**config.mk**
```make
export PLATFORM = sky130hd
export DESIGN_NAME = mult_job_scheduler
export DESIGN_NICKNAME = d
export VERILOG_FILES = /design/src/rtl/mult_job_scheduler.sv
export SDC_FILE = /design/constraint.sdc
export NUM_CORES = 1
export LEC_CHECK = 0
export ABC_AREA = 0
export BUFFER_PORTS_ARGS = -buffer_cell sky130_fd_sc_hd__buf_2
export CAP_MARGIN = 30
export CORE_ASPECT_RATIO = 2
export CORE_MARGIN = 2
export CORE_UTILIZATION = 46
export CTS_CLUSTER_DIAMETER = 60
export CTS_CLUSTER_SIZE = 12
export DETAILED_ROUTE_END_ITERATION = 7
export GPL_TIMING_DRIVEN = 0
export HOLD_SLACK_MARGIN = 0.02
export MAX_ROUTING_LAYER = met4
export PLACE_DENSITY = 0.76
export RECOVER_POWER = 100
export SLEW_MARGIN = 5
export SYNTH_ARGS = -nofsm -noshare
export SYNTH_HDL_FRONTEND = slang
export SYNTH_SLANG_ARGS = --single-unit
export TNS_END_PERCENT = 30
```
**constraint.sdc**
```tcl
create_clock -name clk -period 2 [get_ports clk]
set_input_delay 0.2 -clock clk [delete_from_list [all_inputs] [get_ports clk]]
set_output_delay 0.2 -clock clk [all_outputs]
set_load 0.1 [all_outputs]
```
**src/rtl/mult_job_scheduler.sv**
```systemverilog
`default_nettype none
`timescale 1ns/1ps
// ============================================================================
// Module  : mult_job_scheduler
// Brief   : Round-robin scheduler for two requesters sharing a bus-attached
//           multiplier peripheral: writes operands, polls status, reads result.
// Rev     : 1.0  initial release
// ============================================================================
module mult_job_scheduler #(
    parameter int POLL_MAX = 16,
    parameter int POLL_GAP = 2
) (
    input  logic        clk,
    input  logic        n_reset,
    input  logic [1:0]  req,
    input  logic [47:0] op_a1,
    input  logic [47:0] op_a2,
    output logic [1:0]  gnt,
    output logic [1:0]  done,
    output logic [31:0] res_w,
    output logic [23:0] res_l,
    output logic        res_ok,
    output logic        res_err,
    output logic [15:0] saddress,
    output logic        swr,
    output logic        srd,
    output logic [31:0] sdata_wr,
    input  logic [31:0] sdata_rd
);

    localparam logic [15:0] c_ADDR_A1   = 16'h037F;
    localparam logic [15:0] c_ADDR_A2   = 16'h0388;
    localparam logic [15:0] c_ADDR_STAT = 16'h03A0;
    localparam logic [15:0] c_ADDR_W    = 16'h0390;
    localparam logic [15:0] c_ADDR_L    = 16'h0398;

    localparam int PW = $clog2(POLL_MAX + 1);
    localparam int GW = (POLL_GAP > 0) ? $clog2(POLL_GAP + 1) : 1;

    typedef enum logic [3:0] {
        S_IDLE  = 4'd0,
        S_WR_A1 = 4'd1,
        S_WR_A2 = 4'd2,
        S_WR_GO = 4'd3,
        S_POLL  = 4'd4,
        S_GAP   = 4'd5,
        S_RD_W  = 4'd6,
        S_RD_L  = 4'd7,
        S_DONE  = 4'd8
    } state_t;

    typedef enum logic [1:0] {
        PH_SETUP  = 2'd0,
        PH_STROBE = 2'd1,
        PH_HOLD   = 2'd2
    } phase_t;

    state_t          state_q;
    phase_t          phase_q;
    logic [PW-1:0]   poll_cnt_q;
    logic [GW-1:0]   gap_cnt_q;
    logic            last_q;
    logic [23:0]     a2_q;
    logic            ok_q;
    logic [31:0]     word_q;
    logic [1:0]      gnt_q;
    logic [1:0]      done_q;
    logic [31:0]     res_w_q;
    logic [23:0]     res_l_q;
    logic            res_ok_q;
    logic            res_err_q;
    logic [15:0]     saddr_q;
    logic            swr_q;
    logic            srd_q;
    logic [31:0]     wdata_q;

    logic [1:0]      grant_d;
    logic [23:0]     sel_a1_d;
    logic [23:0]     sel_a2_d;
    logic            bus_wr_d;

    // last_q records the index served last; on a tie the other one wins
    always_comb begin
        grant_d = 2'b00;
        case (req)
            2'b01:   grant_d = 2'b01;
            2'b10:   grant_d = 2'b10;
            2'b11:   grant_d = last_q ? 2'b01 : 2'b10;
            default: grant_d = 2'b00;
        endcase
    end

    always_comb begin
        sel_a1_d = grant_d[1] ? op_a1[47:24] : op_a1[23:0];
        sel_a2_d = grant_d[1] ? op_a2[47:24] : op_a2[23:0];
        bus_wr_d = (state_q == S_WR_A1) || (state_q == S_WR_A2) || (state_q == S_WR_GO);
    end

    always_ff @(posedge clk or negedge n_reset) begin
        if (!n_reset) begin
            state_q    <= S_IDLE;
            phase_q    <= PH_SETUP;
            poll_cnt_q <= '0;
            gap_cnt_q  <= '0;
            last_q     <= 1'b1;
            a2_q       <= '0;
            ok_q       <= 1'b0;
            word_q     <= '0;
            gnt_q      <= 2'b00;
            done_q     <= 2'b00;
            res_w_q    <= '0;
            res_l_q    <= '0;
            res_ok_q   <= 1'b0;
            res_err_q  <= 1'b0;
            saddr_q    <= '0;
            swr_q      <= 1'b0;
            srd_q      <= 1'b0;
            wdata_q    <= '0;
        end else begin
            done_q <= 2'b00;
            case (state_q)
                S_IDLE: begin
                    if (|req) begin
                        gnt_q   <= grant_d;
                        last_q  <= grant_d[1];
                        a2_q    <= sel_a2_d;
                        state_q <= S_WR_A1;
                        phase_q <= PH_SETUP;
                        saddr_q <= c_ADDR_A1;
                        wdata_q <= {8'h00, sel_a1_d};
                    end
                end

                S_WR_A1, S_WR_A2, S_WR_GO, S_POLL, S_RD_W, S_RD_L: begin
                    case (phase_q)
                        PH_SETUP: begin
                            phase_q <= PH_STROBE;
                            swr_q   <= bus_wr_d;
                            srd_q   <= !bus_wr_d;
                        end
                        PH_STROBE: begin
                            phase_q <= PH_HOLD;
                            swr_q   <= 1'b0;
                            srd_q   <= 1'b0;
                        end
                        default: begin
                            // end of HOLD: read data sampled here, next transaction set up
                            phase_q <= PH_SETUP;
                            case (state_q)
                                S_WR_A1: begin
                                    state_q <= S_WR_A2;
                                    saddr_q <= c_ADDR_A2;
                                    wdata_q <= {8'h00, a2_q};
                                end
                                S_WR_A2: begin
                                    state_q <= S_WR_GO;
                                    saddr_q <= c_ADDR_STAT;
                                    wdata_q <= '0;
                                end
                                S_WR_GO: begin
                                    state_q    <= S_POLL;
                                    saddr_q    <= c_ADDR_STAT;
                                    wdata_q    <= '0;
                                    poll_cnt_q <= '0;
                                end
                                S_POLL: begin
                                    if (sdata_rd[1]) begin
                                        ok_q    <= sdata_rd[0];
                                        state_q <= S_RD_W;
                                        saddr_q <= c_ADDR_W;
                                    end else if (poll_cnt_q == PW'(POLL_MAX - 1)) begin
                                        res_w_q   <= '0;
                                        res_l_q   <= '0;
                                        res_ok_q  <= 1'b0;
                                        res_err_q <= 1'b1;
                                        done_q    <= gnt_q;
                                        state_q   <= S_DONE;
                                        saddr_q   <= '0;
                                    end else begin
                                        poll_cnt_q <= poll_cnt_q + PW'(1);
                                        gap_cnt_q  <= '0;
                                        state_q    <= (POLL_GAP == 0) ? S_POLL : S_GAP;
                                        saddr_q    <= (POLL_GAP == 0) ? c_ADDR_STAT : 16'h0000;
                                    end
                                end
                                S_RD_W: begin
                                    word_q  <= sdata_rd;
                                    state_q <= S_RD_L;
                                    saddr_q <= c_ADDR_L;
                                end
                                default: begin
                                    res_w_q   <= word_q;
                                    res_l_q   <= sdata_rd[23:0];
                                    res_ok_q  <= ok_q;
                                    res_err_q <= 1'b0;
                                    done_q    <= gnt_q;
                                    state_q   <= S_DONE;
                                    saddr_q   <= '0;
                                end
                            endcase
                        end
                    endcase
                end

                S_GAP: begin
                    if (gap_cnt_q == GW'(POLL_GAP - 1)) begin
                        state_q <= S_POLL;
                        phase_q <= PH_SETUP;
                        saddr_q <= c_ADDR_STAT;
                    end else begin
                        gap_cnt_q <= gap_cnt_q + GW'(1);
                    end
                end

                S_DONE: begin
                    gnt_q   <= 2'b00;
                    state_q <= S_IDLE;
                end

                default: begin
                    state_q <= S_IDLE;
                    gnt_q   <= 2'b00;
                    saddr_q <= '0;
                    wdata_q <= '0;
                    swr_q   <= 1'b0;
                    srd_q   <= 1'b0;
                end
            endcase
        end
    end

    assign gnt      = gnt_q;
    assign done     = done_q;
    assign res_w    = res_w_q;
    assign res_l    = res_l_q;
    assign res_ok   = res_ok_q;
    assign res_err  = res_err_q;
    assign saddress = saddr_q;
    assign swr      = swr_q;
    assign srd      = srd_q;
    assign sdata_wr = wdata_q;

endmodule
`default_nettype wire

```
**Word-level counts from Yosys, hierarchy flattened**

Cells that the tools add are included.

- Bits in registers: 183
- Word-level logic and storage cells: 137
- Bits of input ports: 132
- Output and inout bits: 112

- Reductions and logical operators: 28
- Bitwise logic cells: 6
- Muxes and demuxes: 57
- Add/subtract/negate cells: 2
- Equal/unequal tests: 26

Operators with widths:

| kind | number |
|---|---|
| two-way mux 32 bit | 4 |
| one-hot mux 32 bit (2 select lines) | 2 |
| two-way mux 24 bit | 4 |
| one-hot mux 32 bit (3 select lines) | 1 |
| one-hot mux 16 bit (4 select lines) | 1 |
| two-way mux 16 bit | 3 |
| one-hot mux 24 bit (2 select lines) | 1 |
| one-hot mux 10 bit (4 select lines) | 1 |
| two-way mux 2 bit | 13 |
| two-way mux 4 bit | 5 |
| inequality test 2 bit, second input constant | 10 |
| one-hot mux 4 bit (5 select lines) | 1 |
| equality test 4 x 3 -> 1 bit, second input constant | 4 |
| one-hot mux 2 bit (2 select lines) | 4 |
| one-hot mux 1 bit (2 select lines) | 6 |
| one-hot mux 2 bit (3 select lines) | 2 |
| one-hot mux 4 bit (3 select lines) | 1 |
| AND reduction 4 bit | 3 |
| two-way mux 10 bit | 1 |
| two-way mux 5 bit | 2 |
| one-hot mux 5 bit (2 select lines) | 1 |
| AND reduction 5 bit | 2 |
| AND reduction 3 bit | 3 |
| equality test 4 x 2 -> 1 bit, second input constant | 2 |
| 23 further kinds | 42 |

**Logic depth before layout (Yosys ltp)**

- Depth in word-level cells: 6
- Gate-level depth with buffers: 8
- Depth with buffers taken out: 7

**Worst setup path before layout**

OpenSTA, ideal clock, no wires.

- Path type: register -> register
- From: reg poll_cnt_q[0]
- To: reg gap_cnt_q[0]
- Library setup time: 122 ps
- Path buffers: 0
- Clock period less this slack: 1983 ps
- Data arrival time: 1861 ps
- Stages on the path, launching flop included: 8
- Data required time: 1878 ps
- Slack: 17 ps
- Cell sequence: dfrtp_1 > ha_1 > and3_1 > ha_1 > or4b_1 > a211o_1 > nand2_1 > o21ai_1

- Longest elaborated chain between the ends: 3

RTL lines:

| item | line | text |
|---|---|---|
| from (decl) | 60 | `logic [PW-1:0] poll_cnt_q;` |
| from (signal assigned) | 180 | `poll_cnt_q <= poll_cnt_q + PW'(1);` |
| equality test 5 x 4 -> 1 bit | 171 | `end else if (poll_cnt_q == PW'(POLL_MAX - 1)) begin` |
| inequality test 2 bit (no line) | - |  |
| AND reduction 6 bit (no line) | - |  |
| to (signal assigned) | 211 | `gap_cnt_q <= gap_cnt_q + GW'(1);` |
| to (decl) | 61 | `logic [GW-1:0] gap_cnt_q;` |

No other way between the ends.
A chain may end at the register's enable or synchronous reset.

**Final worst setup path**

- From: reg poll_cnt_q[0]
- To: reg gap_cnt_q[1]

Same word-level chain as after synthesis.

==> flow_summary.ini <==
[logic_synthesis]
synthAdderAreaFrac_pct = 0.669
muxShareOfSynthArea_pct = 12.5
synth_xor_area_share_pct = 0.335
syn_inst = 615
avgSynthCellArea_um2 = 12.2
synth-main-ff-cell = dfrtp_1
synth-simple-area-share_pct = 6.29
synth_top_family_by_area = compound AO/OA/AOI/OAI gates
synth_async_sr_flop_share_pct = 100
synth_seq_area_share_pct = 55.2
yosysWarningCount = 0
ys_types = 61
synth-compound-area-share_pct = 17.8
syn-cell-area_mm2 = 0.00748
synth_edf_count = 0
synth_seq_cells = 165

[clock_tree]
cts_buffers = 17
root_buffer = clkbuf_16
clk_pin_slew_ps = 70
clock_sinks = 165
cts_max_path_buffers = 2
htree_levels = 4
cts_tree = built
clk-insertion-delay-late_ps = 420

[global_route]
grt_max_degree = 95
grt_pass1_wl_um = 29800
antenna_found_initial = 1
grt_pass1_vias = 5944
grt_overflow = 0
track_usage_pct = 22.7

[routing]
ant_nets = 0
via_per_inst = 5.35
num_vias = 6059
wl_per_cell_um = 16.9
routed_wl_um = 19100
dr.pass1.iters = 5
drc_errors = 0
drt_iter0_markers = 283

[floorplanning]
start_util_pct = 46.4
fp.dieW_um = 94.2
design.die.area_mm2 = 0.0174
die_y_um = 184
ios = 244
core-area_mm2 = 0.0161
row_count = 66

[run]
cap_violations = 0

[critical_path]
endpoint_kind = flop
cp.arrival_ps = 2290
startpoint_type = flop
crit_fanout = 3
path_cells = ha_2 -> and3_4 -> ha_4 -> or4b_1 -> a211o_1 -> nand2_1 -> o21ai_1
crit_type = flop to flop
critPathSlowestCell = or4b_1
rrSetupSlack_ps = 20
cpPeakStageDelay_ps = 460
crit_required_ps = 2310

[timing]
rsz0062_at_grt = true
setup_ws_ps = 20.0
setup_viol = 0
clock_skew_ps = 11.2
hold_violations = 0
slew_violations = 0
timing.fmax_ghz = 0.505
setup_tns_ps = 0
worstMarginPinSlew_ps = 982
fin_crit_ps = 1980
period_share_pct = 99.0
relSlewSlack_pct = 34.6

[cells_and_area]
layout_common_cells = dfrtp_1 (164), buf_2 (140), clkbuf_2 (105)
fill_cells = 1360
finalNetCount = 1050
fin_cells = 1132
drive_gt1_share_pct = 38.0
syn_to_final_growth_pct = 33.6
utilization_pct = 62.0
final_common_cell = dfrtp_1

[place]
port_buffers = 229
dp.cells = 1062
place_congestion = 0.857
post-place-ws_ps = -151
dpl.hpwl_um = 13400

[hold_path]
hold_class = input pin to flop

[run_status]
status = complete, no violations
[sequential cells by signal, indices dropped and copies added, names as in the netlist, 2 cells and up]
register and cells:
gap_cnt_q 2, sdata_wr 24, done 2, saddress 6, gnt 2, word_q 32
phase_q 2, a2_q 24, state_q 4, poll_cnt_q 5, res_l 24, res_w 32
[critical path: cells and delay by family, from the launching register on]
| kind | cells | cell delay, ps |
|---|---|---|
| AND/OR/NAND/NOR | 3 | 730 |
| flip-flops | 1 | 410 |
| AO/OA/AOI/OAI | 2 | 380 |
| adder cells (fa/ha/maj) | 2 | 370 |
[area by class of cell]
type	count	area (um2)	area share [%]
multi-input cells	367	2900	29.0
inverters	31	116	1.16
repair buffers	267	1520	15.2
plain buffers	65	445	4.46
clock buffers	18	429	4.30
well taps	204	255	2.55
clock inverters	14	195	1.95
flip-flops and latches	165	4130	41.3
diodes	1	2.50	0.0250
[synthesized netlist by cell type (2+ instances only)]
cell type  count  area share [%]
a211oi_1       3            0.30
a21o_1         3            0.30
a21oi_1       27             1.8
a22o_1        57             6.7
a22oi_1        4            0.40
a31oi_1        2            0.17
and2_1         2            0.17
buf_1          2            0.10
buf_2         15             1.0
buf_4         25             2.5
buf_6          5            0.75
buf_8          2            0.40
clkbuf_1      16            0.80
dfrtp_1      164              55
ha_1           4            0.67
inv_1         31             1.6
mux2_1        46             6.9
mux2_2        13             2.0
mux2i_1       27             3.6
nand2_1       12            0.60
nand2b_1       6            0.50
nand3_1        2            0.13
nor2_1        38             1.9
nor2b_1        3            0.25
nor3_1         3            0.20
nor3b_1        2            0.20
nor4_1         2            0.17
o21ai_0        8            0.54
o21ai_1        3            0.20
o22ai_1       25             2.1
o2bb2ai_1      6            0.70
o31ai_1        4            0.40
o32ai_1       24             2.8
or4b_1         2            0.27
[metrics by stage]
stage	instance area, um2	hold slack, ps
after floorplan	7530	-95.6
after global placement	8930	416
after detailed placement	8970	203
after CTS	9960	20.9
after global routing	9990	20.3
final	9990	38.6
[logic make-up after synthesis]
logic type,count (synthesis)
simple gates,84
flops,165
mux,86
buf+inv,96
xor+xnor,2
compound gates,177
other cells,1
fa+ha+maj,4
[worst paths after layout]
check                              start      endpoint  depth (start not counted)
setup / recovery           poll_cnt_q[0]  gap_cnt_q[1]                          7
hold / removal              sdata_rd[15]     res_l[15]                          2
setup reg to reg           poll_cnt_q[0]  gap_cnt_q[1]                          7
hold reg to reg                word_q[4]      res_w[4]                          1
max in group asynchronous        n_reset   saddress[8]                          3
min in group asynchronous        n_reset     word_q[8]                          2
[routing by layer]
layer | share of wire (%) | track usage [%]
met4 | 2.1 | 8.52
met5 | 0 | -
met3 | 3.8 | 3.43
met1 | 42 | 28.6
met2 | 52 | 36.9
[repair_timing]
action,in CTS,in global routing
setup buffers,3,3
hold buffers,31,0
pin swaps,3,5
gates resized for setup,14,14
endpoints found under the hold margin,116,0
setup endpoints to repair,119,105
Power is not shown: default switching activity piles up to over one toggle a cycle in this logic, so the estimate is an artifact.
